### src/rtl/aes_inv_state_regs2.sv
// Byte-serial 128-bit state register for one share of the threshold AES decryption datapath.
// Handles serial load/unload, InvShiftRows on the final load byte and a 4-step in-place InvMixColumns.

module aes_inv_mixcol (
    input  logic [3:0][7:0] ColxDI,
    output logic [3:0][7:0] ColxDO
);

    function automatic logic [7:0] xtime(input logic [7:0] a);
        return {a[6:0], 1'b0} ^ (a[7] ? 8'h1B : 8'h00);
    endfunction

    // b_r = 14*a_r ^ 11*a_(r+1) ^ 13*a_(r+2) ^ 9*a_(r+3), built from the x2/x4/x8 multiples
    function automatic logic [7:0] invMcByte(input logic [7:0] a0, input logic [7:0] a1,
                                             input logic [7:0] a2, input logic [7:0] a3);
        logic [7:0] m14, m11, m13, m9;
        m14 = xtime(xtime(xtime(a0))) ^ xtime(xtime(a0)) ^ xtime(a0);
        m11 = xtime(xtime(xtime(a1))) ^ xtime(a1) ^ a1;
        m13 = xtime(xtime(xtime(a2))) ^ xtime(xtime(a2)) ^ a2;
        m9  = xtime(xtime(xtime(a3))) ^ a3;
        return m14 ^ m11 ^ m13 ^ m9;
    endfunction

    assign ColxDO[0] = invMcByte(ColxDI[0], ColxDI[1], ColxDI[2], ColxDI[3]);
    assign ColxDO[1] = invMcByte(ColxDI[1], ColxDI[2], ColxDI[3], ColxDI[0]);
    assign ColxDO[2] = invMcByte(ColxDI[2], ColxDI[3], ColxDI[0], ColxDI[1]);
    assign ColxDO[3] = invMcByte(ColxDI[3], ColxDI[0], ColxDI[1], ColxDI[2]);

endmodule

module aes_inv_state_regs2 (
    input  logic       ClkxCI,
    input  logic       RstxBI,
    input  logic [7:0] StateInxDI,
    input  logic       InvShiftRowsxSI,
    input  logic       InvMixColumnsxSI,
    input  logic       FirstRoundxSI,
    output logic [7:0] StateOutxDO,
    output logic [7:0] S21xDO,
    output logic       BusyxSO
);

    // StatexDP[r][c] holds byte S_rc
    logic [3:0][3:0][7:0] StatexDP, StatexDN;
    logic [1:0]           McCntxDP, McCntxDN;
    logic                 McActivexSP, McActivexSN;
    logic [3:0][7:0]      McColxD;

    aes_inv_mixcol uMixCol (
        .ColxDI ({StatexDP[3][0], StatexDP[2][0], StatexDP[1][0], StatexDP[0][0]}),
        .ColxDO (McColxD)
    );

    always_comb begin
        // NOTE: every signal gets a default first so no path through this block infers a latch.
        StatexDN    = StatexDP;
        McCntxDN    = McCntxDP;
        McActivexSN = McActivexSP;

        if (McActivexSP || (InvMixColumnsxSI && !FirstRoundxSI && !InvShiftRowsxSI)) begin
            // One InvMixColumns step: columns move left, mixed column 0 re-enters as column 3
            for (int c = 0; c < 3; c++) begin
                for (int r = 0; r < 4; r++) begin
                    StatexDN[r][c] = StatexDP[r][c+1];
                end
            end
            for (int r = 0; r < 4; r++) begin
                StatexDN[r][3] = McColxD[r];
            end
            if (McActivexSP) begin
                McCntxDN = McCntxDP + 2'd1;
                if (McCntxDP == 2'd3) McActivexSN = 1'b0;
            end else begin
                McCntxDN    = 2'd1;
                McActivexSN = 1'b1;
            end
        end else if (InvShiftRowsxSI) begin
            for (int c = 0; c < 4; c++) begin
                StatexDN[0][c] = StatexDP[1][c];
            end
            StatexDN[1] = {StatexDP[2][2], StatexDP[2][1], StatexDP[2][0], StatexDP[2][3]};
            StatexDN[2] = {StatexDP[3][1], StatexDP[3][0], StatexDP[3][3], StatexDP[3][2]};
            StatexDN[3] = {StatexDP[0][1], StatexDI_sel(StateInxDI), StatexDP[0][3], StatexDP[0][2]};
        end else if (InvMixColumnsxSI && FirstRoundxSI) begin
            StatexDN = StatexDP;
        end else begin
            for (int c = 0; c < 3; c++) begin
                StatexDN[0][c] = StatexDP[1][c];
                StatexDN[1][c] = StatexDP[2][c];
                StatexDN[2][c] = StatexDP[3][c];
                StatexDN[3][c] = StatexDP[0][c+1];
            end
            StatexDN[0][3] = StatexDP[1][3];
            StatexDN[1][3] = StatexDP[2][3];
            StatexDN[2][3] = StatexDP[3][3];
            StatexDN[3][3] = StateInxDI;
        end
    end

    function automatic logic [7:0] StatexDI_sel(input logic [7:0] d);
        return d;
    endfunction

    // The state bytes are architectural and must read 0x00 after reset, so all are reset.
    always_ff @(posedge ClkxCI or negedge RstxBI) begin
        if (!RstxBI) begin
            StatexDP    <= '0;
            McCntxDP    <= 2'd0;
            McActivexSP <= 1'b0;
        end else begin
            // NOTE: non-blocking assignments so every register samples pre-edge values.
            StatexDP    <= StatexDN;
            McCntxDP    <= McCntxDN;
            McActivexSP <= McActivexSN;
        end
    end

    assign StateOutxDO = StatexDP[0][0];
    assign S21xDO      = StatexDP[2][1];
    assign BusyxSO     = McActivexSP;

endmodule

### config.mk
export PLATFORM = sky130hd
export DESIGN_NAME = aes_inv_state_regs2
export DESIGN_NICKNAME = d
export VERILOG_FILES = /design/src/rtl/aes_inv_state_regs2.sv
export SDC_FILE = /design/constraint.sdc
export NUM_CORES = 1
export LEC_CHECK = 0
export CORE_UTILIZATION = 40
export DETAILED_ROUTE_END_ITERATION = 10
export HOLD_SLACK_MARGIN = 0.08
export PLACE_DENSITY = 0.66
export SETUP_SLACK_MARGIN = 0.3
export SYNTH_ARGS = -nofsm -noshare
export SYNTH_HDL_FRONTEND = slang
export SYNTH_HIERARCHICAL = 1
export SYNTH_SLANG_ARGS = --single-unit
### constraint.sdc
create_clock -name ClkxCI -period 2.2 [get_ports ClkxCI]
set_input_delay 0.44 -clock ClkxCI [delete_from_list [all_inputs] [get_ports ClkxCI]]
set_output_delay 0.44 -clock ClkxCI [all_outputs]
set_load 0.05 [all_outputs]
Word level (Yosys, flattened, before mapping)
Cells that the tools add are included.
{"block": "totals", "inputBits": 13, "register_bits": 131}
{"block": "op_classes", "reduce_logical": 6, "n_addsub": 1, "bitwise_logic": 48, "mux": 18, "eq_ne": 2}
{"operator": "$mux 128", "n": 3}
{"operator": "$xor 8x8->8", "n": 47}
{"operator": "$mux 5", "n": 12}
{"operator": "$xor 8x5->8", "n": 1}
{"operator": "$logic_and 1x1->1", "n": 3}
{"operator": "$ne 3x3->1 const B", "n": 1}
{"operator": "$add 2x1->2 const B", "n": 1}
{"operator": "$eq 2x2->1 const B", "n": 1}
{"operator": "$logic_not 1->1", "n": 2}
{"operator": "$mux 1", "n": 2}
{"operator": "$mux 2", "n": 1}
{"operator": "$logic_or 1x1->1", "n": 1}

Logic depth before layout (Yosys ltp)
{"block": "logic_depth", "word_depth": 12, "mapped_depth": 7, "ltp_nobuf": 5}

Modules after synthesis
The synthesis kept the hierarchy.
{"mod": "aes_inv_state_regs2", "instances": 1, "area_each_um2": 6826.5, "cells_each": 575}
{"mod": "aes_inv_mixcol", "instances": 1, "area_each_um2": 2296.0, "cells_each": 216}

Least setup slack after synthesis
OpenSTA, ideal clock, no wires.
{"block": "synth_timing", "kind": "register to register", "from": "register StatexDP[38] (netlist bit)", "to": "register StatexDP[123] (netlist bit)", "slack_ns": -0.140, "arrival_ns": 2.214, "period_less_slack_ns": 2.340, "n_path_buf": 1, "stages_incl_launch_ff": 7, "path_cell_list": "dfrtp_1 -> buf_4 -> xor2_1 -> xnor3_1 -> xor2_1 -> xnor3_1 -> a221o_1"}
{"item": "start, declared", "line_no": "44", "source": "logic [3:0][3:0][7:0] StatexDP, StatexDN;"}
{"item": "start signal, assigned", "line_no": "112", "source": "StatexDP <= StatexDN;"}

==> impl_results.md <==
* Arrival time worst endpoint at 2.53 ns
* Dominant combinational cell family by area after synthesis: XOR/XNOR gates
* Avg Cell Area, Syn at 11.5 um2
* Maximum frequency from static timing analysis at 447 MHz
* Global-route track usage on met2 at 36.4%
* End-of-flow core utilization at 54.2%
* Number of nets with antenna violations after routing at 0
* Most frequent cells after synthesis: sky130_fd_sc_hd__dfrtp_1, sky130_fd_sc_hd__a221o_1, sky130_fd_sc_hd__xnor2_1, sky130_fd_sc_hd__nor3_1, sky130_fd_sc_hd__mux2i_1
* Element type at the critical path start: flip-flop
* Global-route wire length before repair at 41.1 mm
* Post-synthesis share of cell area spent on xor and xnor gates at 23.8%
* Fin. Hold Viols at 0
* Top flip-flop cell by instance count after synthesis: sky130_fd_sc_hd__dfrtp_1
* Pins over their slew limit at 0
* Initial antenna violation count at 0
* Setup skew after layout at 0.00714 ns
* Relative slew slack at 60.9%
* Max-capacitance violation count at 0
* Multiplexer share of the synthesized area at 10.5%
* Placed instance area at 0.0103 mm2
* Number of nets in the layout at 897
* Die Y-Extent at 153 um
* Core area at 0.0221 mm2
* Via count of the first global-routing pass at 6,935
* Main area contributors after synthesis: sky130_fd_sc_hd__dfrtp_1, sky130_fd_sc_hd__a221o_1, sky130_fd_sc_hd__xnor2_1
* GRT Util Overall at 23.0%
* Source-to-sink clock delay at the later pin of the worst-skew pair at 0.42 ns
* Adder-cell area share of the yosys netlist at 0.137%
* Detailed-route vias per instance at 5.99
* Failing checks: negative setup slack
* Via total after detailed routing at 7,044
* Final standard cell area without fillers at 0.0120 mm2
* Run status: finished, violations left
* Row count at 54
* Number of unique standard cell types used by synthesis at 29
* Crit Path Max Fanout at 4
* Starting density of the core at 41.3%
* Most repeated cell in the gate-level netlist after synthesis: sky130_fd_sc_hd__dfrtp_1
* Total Die Area at 0.0234 mm2
* H-tree level count at 4
* Ant diodes at 0
* Post-synthesis cell type with the largest combined area: sky130_fd_sc_hd__dfrtp_1
* Fraction of synthesized cell area taken by the top area cell type at 35.9%
* Share of the clock period used by the worst path after layout at 102%
* Buffer levels on the longest clock path at 2
* Synthesized-area fraction occupied by and/or/nand/nor cells at 8.16%
* Timing startpoint of the critical path: StatexDP[70]
* Share of flip-flops with an asynchronous set or reset after synthesis at 100%
* Kind of capture point of the worst setup path: flip-flop
* Startpoint of the lowest-slack register-to-register path: StatexDP[70]
* Half-perimeter wire length of the detailed placement result at 17.4 mm
* Termination of the worst setup path: StatexDP[60]
* Sequential share of the synthesized area at 35.9%
* Count of unresolved DRC violations after routing at 0
* Clock tree from TritonCTS: built
* Wire length per cell after detailed routing at 23.4 um
* Path category of the worst min-delay check: flip-flop to flip-flop
* Total nets after synthesis at 805
* Ratio of cells with drive above 1 in the final layout at 33.7%
* TritonRoute pass-1 iters at 7
* Number of cells in the finished layout apart from fillers at 1,175
* Placer Congestion at 0.875
* Number of buffers created by CTS at 17
* Worst Max-Slew Pin Slew at 0.587 ns
* Overall die width at 153 um
* Cell at the root of the clock tree: sky130_fd_sc_hd__clkbuf_16
* Total Routed Length at 27.5 mm
* Endpoint of the worst-slack reg-to-reg timing path: StatexDP[60]
* Cell count after synthesis at 791
* Number of ports placed on the die boundary at 30
* Met1 Track Usage GR at 31.8%
* Yosys synthesis warning count at 6
* Required arrival time at the worst endpoint at 2.50 ns
* Most congested layer reported by global routing: met2
* Number of failing setup endpoints in the final timing report at 1
* Minimum setup slack in the final design at -0.0365 ns
* Setup slack on the worst flop-to-flop path at -0.04 ns
* Worst Setup Slack post-DPL at -0.136 ns
* Inst Count DP at 1,106
* Synthesized-area fraction occupied by ao, oa, aoi and oai cells at 14.3%
* Clock sink count at 131
* Min cycle time layout at 2.24 ns
* RSZ-0062 raised after global routing: true
* Area of the mapped netlist at 0.00912 mm2
* Largest net degree at the start of global routing at 71
* PortBufs at 29
* Area growth, synth to finish at 31.1%
* Iteration-0 DRC Markers at 726
* Type of the setup path with the least slack: flip-flop to flip-flop
* Post-synth EDFFs at 0
* Flip-flop and latch count after synthesis at 131
* Clock-pin slew on the worst setup and hold paths at 0.06 ns
* Cell count of the worst reg-to-reg path at 6
* Overflow left after global routing at 0
* Met3 routing resource usage after global routing at 3.80%
-- per-layer routing --
| layer | up-vias | part of all wire, % |
|---|---|---|
| met2 | 282 | 48 |
| met4 | 0 | 3.1 |
| li1 | 3135 | - |
| met5 | - | 0 |
| met1 | 3582 | 43 |
| met3 | 45 | 5.4 |
-- cells in the final DEF (no fill, tap or decap), drive strengths merged --
master | Yosys | layout
clkbuf | 17 | 25
xnor3 | 27 | 27
a21oi | 2 | 2
nor4bb | 1 | 1
mux2i | 96 | 96
xor2 | 38 | 38
a22o | 1 | 1
clkdlybuf4s50 | 0 | 10
dfrtp | 131 | 131
dlygate4sd3 | 0 | 1
a221o | 128 | 128
nor2 | 2 | 2
nor3b | 7 | 7
clkdlybuf4s15 | 0 | 4
xor3 | 2 | 2
ha | 1 | 1
clkinvlp | 0 | 4
xnor2 | 129 | 129
or2 | 1 | 1
nor3 | 97 | 97
clkinv | 0 | 5
and2 | 26 | 26
nor2b | 1 | 1
bufbuf | 0 | 1
buf | 84 | 155
-- cells by family after synthesis --
| kind of cell | Yosys count |
|---|---|
| XOR/XNOR | 196 |
| flip-flops | 131 |
| AND/OR/NAND/NOR | 135 |
| adder cells (fa/ha/maj) | 1 |
| AO/OA/AOI/OAI | 131 |
| buffers and inverters | 101 |
| multiplexers | 96 |
-- through the flow --
step           hold slack (ns)  setup TNS, ns
2_1_floorplan            0.144              0
3_3_place_gp             0.462         -0.131
3_5_place_dp             0.460         -0.240
4_1_cts                  0.485              0
5_1_grt                  0.497         -0.262
6_report                 0.480        -0.0365
-- state kept, by name, indices dropped and copies added, names as in the netlist --
register     count
BusyxSO          1
StateOutxDO      8
McCntxDP         2
S21xDO           8
StatexDP       112
-- layout make-up --
class                           count  area [um2]
Fill cell                        1766       10100
Multi-Input combinational cell    559        6080
Sequential cell                   131        3300
Timing Repair Buffer              174        1710
Clock buffer                       22         464
Tap cell                          280         350
Clock inverter                      9        58.8
-- timing repair --
| item | CTS | global route |
|---|---|---|
| cloned | 1 | 0 |
| pin swaps | 32 | 24 |
| setup buffers | 25 | 11 |
| hold buffers | 1 | 0 |
| setup endpoints to repair | 39 | 36 |
| hold endpoints to repair | 50 | 0 |
| gates resized for setup | 78 | 69 |
-- worst min path at each step --
stage | start | end | slack, ns | depth (start not counted)
floorplan | RstxBI | BusyxSO | 0.14 | 0
global placement | RstxBI | BusyxSO | 0.46 | 1
detailed placement | RstxBI | BusyxSO | 0.46 | 1
CTS | McCntxDP[0] | McCntxDP[0] | 0.48 | 1
global route | McCntxDP[0] | McCntxDP[0] | 0.50 | 1
finish | McCntxDP[0] | McCntxDP[0] | 0.48 | 1
-- critical path, cell delays in order, from the launching register on --
cell	delay, ns
sky130_fd_sc_hd__dfrtp_2	0.42
sky130_fd_sc_hd__xnor3_2	0.47
sky130_fd_sc_hd__buf_6	0.14
sky130_fd_sc_hd__xnor3_2	0.35
sky130_fd_sc_hd__xnor3_1	0.28
sky130_fd_sc_hd__xnor2_1	0.15
sky130_fd_sc_hd__a221o_1	0.31
Power is not shown: default switching activity piles up to over one toggle a cycle in this logic, so the estimate is an artifact.
